===== config.mk =====
export PLATFORM = sky130hd
export DESIGN_NAME = apb_master_bridge
export DESIGN_NICKNAME = d
export VERILOG_FILES = /design/src/rtl/apb_pkg.sv /design/src/rtl/apb_addr_decoder.sv /design/src/rtl/apb_master_bridge.sv
export SDC_FILE = /design/constraint.sdc
export NUM_CORES = 1
export LEC_CHECK = 0
export CAP_MARGIN = 20
export CORE_MARGIN = 8
export CORE_UTILIZATION = 25
export DETAILED_ROUTE_END_ITERATION = 12
export SLEW_MARGIN = 20
export SYNTH_ARGS = -nofsm -noshare
export SYNTH_HDL_FRONTEND = slang
export SYNTH_SLANG_ARGS = --single-unit

===== constraint.sdc =====
create_clock -name clk -period 2.25 [get_ports clk]
set_input_delay 0.5625 -clock clk [delete_from_list [all_inputs] [get_ports clk]]
set_output_delay 0.5625 -clock clk [all_outputs]
set_load 0.01 [all_outputs]

===== src/rtl/apb_pkg.sv =====
// Shared APB master types and constants.
// Optional ACCESS timeout build switch: APB_TIMEOUT_EN.
package apb_pkg;

  typedef enum logic [1:0] {
    IDLE,
    SETUP,
    ACCESS
  } apb_state_e;

  localparam logic [31:0] APB_TIMEOUT_DATA = 32'hDEAD_BEEF;
  localparam logic [31:0] APB_BASE_ADDR    = 32'h1000_0000;
  localparam logic [31:0] APB_SLV_SIZE     = 32'h0000_1000;

endpackage


===== src/rtl/apb_addr_decoder.sv =====
// APB address decoder: latched PADDR to one-hot slave select,
// binary slave index and a hit flag for mapped addresses.
module apb_addr_decoder
  import apb_pkg::*;
#(
  parameter int          NUM_SLV   = 4,
  parameter logic [31:0] BASE_ADDR = APB_BASE_ADDR,
  parameter logic [31:0] SLV_SIZE  = APB_SLV_SIZE,
  parameter int          IDXW      = 2
) (
  input  logic [31:0]        paddr,
  output logic [NUM_SLV-1:0] sel,
  output logic [IDXW-1:0]    idx,
  output logic               hit
);

  logic [32:0] lo;

  // 33-bit bounds so a region ending at 4 GiB still compares correctly
  always_comb begin
    sel = '0;
    idx = '0;
    lo  = '0;
    for (int i = 0; i < NUM_SLV; i++) begin
      lo = {1'b0, BASE_ADDR} + 33'(i) * {1'b0, SLV_SIZE};
      if ({1'b0, paddr} >= lo &&
          {1'b0, paddr} < lo + {1'b0, SLV_SIZE}) begin
        sel[i] = 1'b1;
        idx    = IDXW'(i);
      end
    end
  end

  assign hit = |sel;

endmodule


===== src/rtl/apb_master_bridge.sv =====
// CPU data port to APB3 bridge; sole master, NUM_SLV slaves.
// Define APB_TIMEOUT_EN to bound ACCESS waits by TIMEOUT cycles.
module apb_master_bridge
  import apb_pkg::*;
#(
  parameter int          NUM_SLV   = 4,
  parameter logic [31:0] BASE_ADDR = APB_BASE_ADDR,
  parameter logic [31:0] SLV_SIZE  = APB_SLV_SIZE,
  parameter int          TIMEOUT   = 16
) (
  input  logic                    clk,
  input  logic                    reset,
  input  logic                    transfer,
  input  logic                    write,
  input  logic [31:0]             addr,
  input  logic [31:0]             wdata,
  output logic [31:0]             rdata,
  output logic                    ready,
  output logic                    err,
  output logic [31:0]             PADDR,
  output logic                    PWRITE,
  output logic [31:0]             PWDATA,
  output logic                    PENABLE,
  output logic [NUM_SLV-1:0]      PSEL,
  input  logic [NUM_SLV*32-1:0]   PRDATA,
  input  logic [NUM_SLV-1:0]      PREADY
);

  localparam int IDXW = NUM_SLV > 1 ? $clog2(NUM_SLV) : 1;

  if (NUM_SLV < 1 || NUM_SLV > 8 || TIMEOUT < 1) begin : g_bad_cfg
    $error("apb_master_bridge: bad NUM_SLV or TIMEOUT");
  end

  apb_state_e          state;
  logic [NUM_SLV-1:0]  sel;
  logic [IDXW-1:0]     idx;
  logic                hit;
  logic                slv_ready;
  logic [31:0]         slv_rdata;
  logic                tmo;
  logic                done;

  apb_addr_decoder #(
    .NUM_SLV  (NUM_SLV),
    .BASE_ADDR(BASE_ADDR),
    .SLV_SIZE (SLV_SIZE),
    .IDXW     (IDXW)
  ) u_dec (
    .paddr(PADDR),
    .sel  (sel),
    .idx  (idx),
    .hit  (hit)
  );

  assign slv_ready = PREADY[idx];
  assign slv_rdata = PRDATA[{idx, 5'b0} +: 32];

`ifdef APB_TIMEOUT_EN
  localparam int CW = $clog2(TIMEOUT + 1);
  logic [CW-1:0] cnt;
  assign tmo = (cnt == CW'(TIMEOUT));
`else
  assign tmo = 1'b0;
`endif

  // unmapped accesses finish on their first ACCESS cycle
  assign done    = (state == ACCESS) && (!hit || slv_ready || tmo);
  assign ready   = done;
  assign err     = done && (!hit || tmo);
  assign PENABLE = (state == ACCESS);
  assign PSEL    = (state != IDLE) ? sel : '0;

  always_comb begin
    rdata = '0;
    if (done && hit) begin
      if (tmo)
        rdata = APB_TIMEOUT_DATA;
      else if (!PWRITE)
        rdata = slv_rdata;
    end else if (done && tmo) begin
      rdata = APB_TIMEOUT_DATA;
    end
  end

  always_ff @(posedge clk or posedge reset) begin
    if (reset) begin
      state  <= IDLE;
      PADDR  <= '0;
      PWRITE <= 1'b0;
      PWDATA <= '0;
`ifdef APB_TIMEOUT_EN
      cnt    <= '0;
`endif
    end else begin
      unique case (state)
        IDLE: begin
          if (transfer) begin
            PADDR  <= addr;
            PWRITE <= write;
            PWDATA <= wdata;
            state  <= SETUP;
          end
        end
        SETUP: begin
          state <= ACCESS;
`ifdef APB_TIMEOUT_EN
          cnt   <= '0;
`endif
        end
        ACCESS: begin
          if (done)
            state <= IDLE;
`ifdef APB_TIMEOUT_EN
          else
            cnt <= cnt + 1'b1;
`endif
        end
        default: state <= IDLE;
      endcase
    end
  end

endmodule


==> results of run 1 <==
worst reg2reg max path, cell delays in order (launching register included):
cell,delay (ns)
sky130_fd_sc_hd__dfrtp_1,0.36
sky130_fd_sc_hd__buf_4,0.13
sky130_fd_sc_hd__nor2_1,0.15
sky130_fd_sc_hd__buf_4,0.14
sky130_fd_sc_hd__and2_2,0.17
sky130_fd_sc_hd__buf_12,0.25
sky130_fd_sc_hd__mux2_2,0.42
final timing paths:
| path | from | end | slack [ns] | cells after the start |
|---|---|---|---|---|
| max | PADDR[30] | rdata[16] | -0.66 | 9 |
| min | PWDATA[23] | PWDATA[23] | 0.50 | 1 |
| max reg2reg | state[0] | PADDR[19] | 0.52 | 6 |
| min reg2reg | PWDATA[23] | PWDATA[23] | 0.50 | 1 |
| max in group asynchronous | reset | PWDATA[14] | 1.09 | 3 |
| min in group asynchronous | reset | PWDATA[21] | 0.62 | 2 |
power groups by stage:
stage,Sequential (mW),Combinational (mW),Clock [mW]
CTS,1.73,2.62,1.24
detailed placement,1.73,2.56,0
floorplan,1.87,0.883,0
finish,1.73,2.61,1.20
global placement,1.71,2.55,0
global route,1.77,2.80,1.29
cell families (layout without fill, tap and decap cells):
group,after synthesis,count (layout),share of synthesized area
multiplexers,100,100,0.269
AO/OA/AOI/OAI,101,101,0.186
AND/OR/NAND/NOR,91,91,0.102
buffers and inverters,36,388,0.0403
flip-flops,67,67,0.403
cells in the final DEF, fill, tap and decap left out, drive strengths merged:
master | netlist | final
dfrtp | 67 | 67
or3 | 1 | 1
nand2 | 65 | 65
and3b | 1 | 1
a21boi | 32 | 32
or4b | 1 | 1
nor4b | 1 | 1
nor2 | 8 | 8
clkbuf | 21 | 14
dlygate4sd2 | 0 | 3
o21ai | 1 | 1
mux2 | 97 | 97
nor2b | 3 | 3
and4 | 1 | 1
nor3 | 2 | 2
nand2b | 2 | 2
nor3b | 1 | 1
a21o | 2 | 2
a21oi | 1 | 1
and2 | 1 | 1
nand4 | 1 | 1
clkdlybuf4s50 | 0 | 262
nor4 | 2 | 2
buf | 13 | 107
mux2i | 3 | 3
inv | 1 | 1
a2111oi | 1 | 1
o31ai | 32 | 32
o21a | 32 | 32
and4b | 1 | 1
clkinv | 1 | 1
flip-flops by register name, summed over array words and instances (netlist names):
signal	count
state	2
PWDATA	32
PADDR	32
PWRITE	1
repair_timing:
action                                  CTS  global route
buffers inserted                          6             3
hold buffers                              0             0
gates resized for setup                 182            12
gates cloned                              2             1
pin swaps                                 4             2
endpoints found under the setup margin   38            38
per-layer routing:
layer	GRT usage	share of wire	up-vias
met5	0	0.00066	-
met4	0.0583	0.022	2
met3	0.0833	0.11	31
met2	0.311	0.48	240
met1	0.184	0.38	2130
li1	-	-	2127
area by class of cell:
cell class              instances  area (µm²)
fillers                      1457        8170
repair buffers                373        3570
multi-input cells             292        2450
flip-flops and latches         67        1680
well taps                     220         275
clock buffers                  13         250
inverters                       2        7.51
==> summary.md, run 1 <==
Clock network fraction of design power: 0.217. The tree built by TritonCTS fans out to 67 sinks. The worst setup path is launched from a flop. After detailed routing, the number of remaining DRC violations is 0. TritonCTS built the clock tree. The cell family with the largest share of critical-path delay is buffers and inverters. The checks that failed: setup timing. In this run, placement finished with an instance count of 942. Counting along the longest clock path gives a buffer depth of 2. In the final design database the tool counted 945 nets. The run gives 31 as the count of different cell masters after synthesis. Kind of critical path: flop to primary output.

Setup repair after global routing could not meet its margin everywhere. The number of antenna-violating nets in the routed design was 0. The number of clock buffers added by TritonCTS is 9. Of all nets on the critical path, the largest fanout is 7.

The layout overhead on the synthesized area is 97.7%. For the post-synthesis net count, the log shows 595. The slowest stage of the critical path is the sky130_fd_sc_hd__or4b_4 cell. In this run, synthesis inferred 0 flip-flops with an integrated enable. The minimum clock period was 2.91 ns; the number of failing hold endpoints at the final stage was 0. The top cell type's share of synthesized area is 0.403, and the estimated wirelength of the detail-placed design is 15200 µm.

Summed over all instances, the cell type with the most area after synthesis is sky130_fd_sc_hd__dfrtp_1. Across the run, the number of max-cap violations was 0. After global routing the overflow that remains totals 0. STA puts the critical path data arrival time at 2.34 ns. The switching share of power was 0.300; the post-route clock period utilization was 1.29. After floorplanning, the core was sized to cover 16400 µm². Count of final max-slew check failures: 0. During I/O placement, the number of pins put on the boundary was 304. The sequential power share came out at 0.312.

Yosys instantiated no cell more often than sky130_fd_sc_hd__mux2_2. The total global routing track utilization came out at 0.177. For the iteration-0 DRC count of the detailed router, the log shows 113.

The number of I/O port buffers was 303; the warning count from the yosys run was 0. The setup slack at placement came out at -0.992 ns. Via count of the first global-routing pass: 5169. The floorplan die area was 21000 µm²; the average cell area after synthesis was 10.5 µm². The power density of the placed cells is 672 nW/µm², and the final setup skew is 0.00307 ns.

In the routed layout, each cell is associated on average with a via count of 4.68. The most used flip-flop cell after synthesis is sky130_fd_sc_hd__dfrtp_1. Excluding fillers, the count of instances in the completed layout stands at 967. The run gives -0.657 ns as the setup slack after layout. The critical path goes through buf_4, or4b_4, o21ai_2, a2111oi_4, buf_6, buf_12, buf_12, o21a_1, buf_2. The die is 145 µm tall. After routing the design area is 8240 µm². The final count of negative-setup-slack endpoints is 38, and the highest ir drop seen on vdd is 0.632 mV. For the worst setup path, the data required time is 1.69 ns.

The tools report the number of antenna cells inserted as 0. The clock transition at the register clock pins on the worst setup and hold paths after CTS came out at 0.05 ns. For the number of antenna violations at the first check in global routing, the log shows 1. The library cell used as clock root buffer is sky130_fd_sc_hd__clkbuf_16. The tools report the starting density of the core as 0.254. The static leakage was 3.39 nW; the pin count of the biggest net entering global routing was 48. The via count was 4530. The synthesized netlist occupies a cell area of 4170 µm². After layout, the design draws a total of 5.54 mW.

The combinational share of power was 0.471; the fraction of registers with async set/reset was 1.00. STA classifies the critical path endpoint as a primary output. Routability congestion estimate from global placement: 0.896.

The number of iterations in the first detailed-routing pass is 4, and the net switching power figure is 1.66 mW. Counting flops and latches in the post-synthesis netlist gives 67. From left edge to right edge, the die measures 145 µm. Row generation in the floorplan step produced 47 rows. The routed design has 19600 µm of wire. The tools report the sequential cell area fraction in the yosys report as 0.403. Worst-case headroom to the max-slew limit: 0.642.

The internal portion of the total power is 3.87 mW. For this run, the slowest stage of the critical path takes 0.53 ns. After technology mapping, the gate count stands at 395.

For the worst-skew pair, the clock arrives at the later sink with an insertion delay of 0.32 ns. The H-tree generated during clock tree synthesis spans 3 levels. The maximum achievable frequency was 344 MHz; the average routed wire per standard cell was 20.3 µm. Together, buffers and inverters on the worst path number 5. Hold is met by 0.505 ns. The run gives -19.80 ns as the setup TNS after final layout. Most frequent cell on the critical path: sky130_fd_sc_hd__buf_12. The post-layout utilization of the core came out at 0.502. After synthesis, the most frequently instantiated cells are 97 x sky130_fd_sc_hd__mux2_2, 67 x sky130_fd_sc_hd__dfrtp_1, 65 x sky130_fd_sc_hd__nand2_1. For the pin with the worst max-slew slack, the measured transition is 0.536 ns. The min-delay analysis places its worst path in the category flop to flop. The flow ran to the end, but the final reports show violations. By area the synthesized netlist is led by sky130_fd_sc_hd__dfrtp_1 40%, sky130_fd_sc_hd__mux2_2 26%, sky130_fd_sc_hd__nand2_1 5.9%, sky130_fd_sc_hd__a21boi_0 5.8%, sky130_fd_sc_hd__o21a_1 5.8%. The proportion of layout cells with a drive suffix above 1 works out to 0.325.

Summing all placed instances gives a cell area of 7850 µm². The first global-routing pass estimated 29600 µm of wire.
Note: power is estimated with default switching activity, not from simulation.
==> inputs of run 2 (changes only) <==
- ABC_CLOCK_PERIOD_IN_PS: unset -> 2250
==> results of run 2 <==
No change in the layout: final DEF, timing and power equal those of run 1.
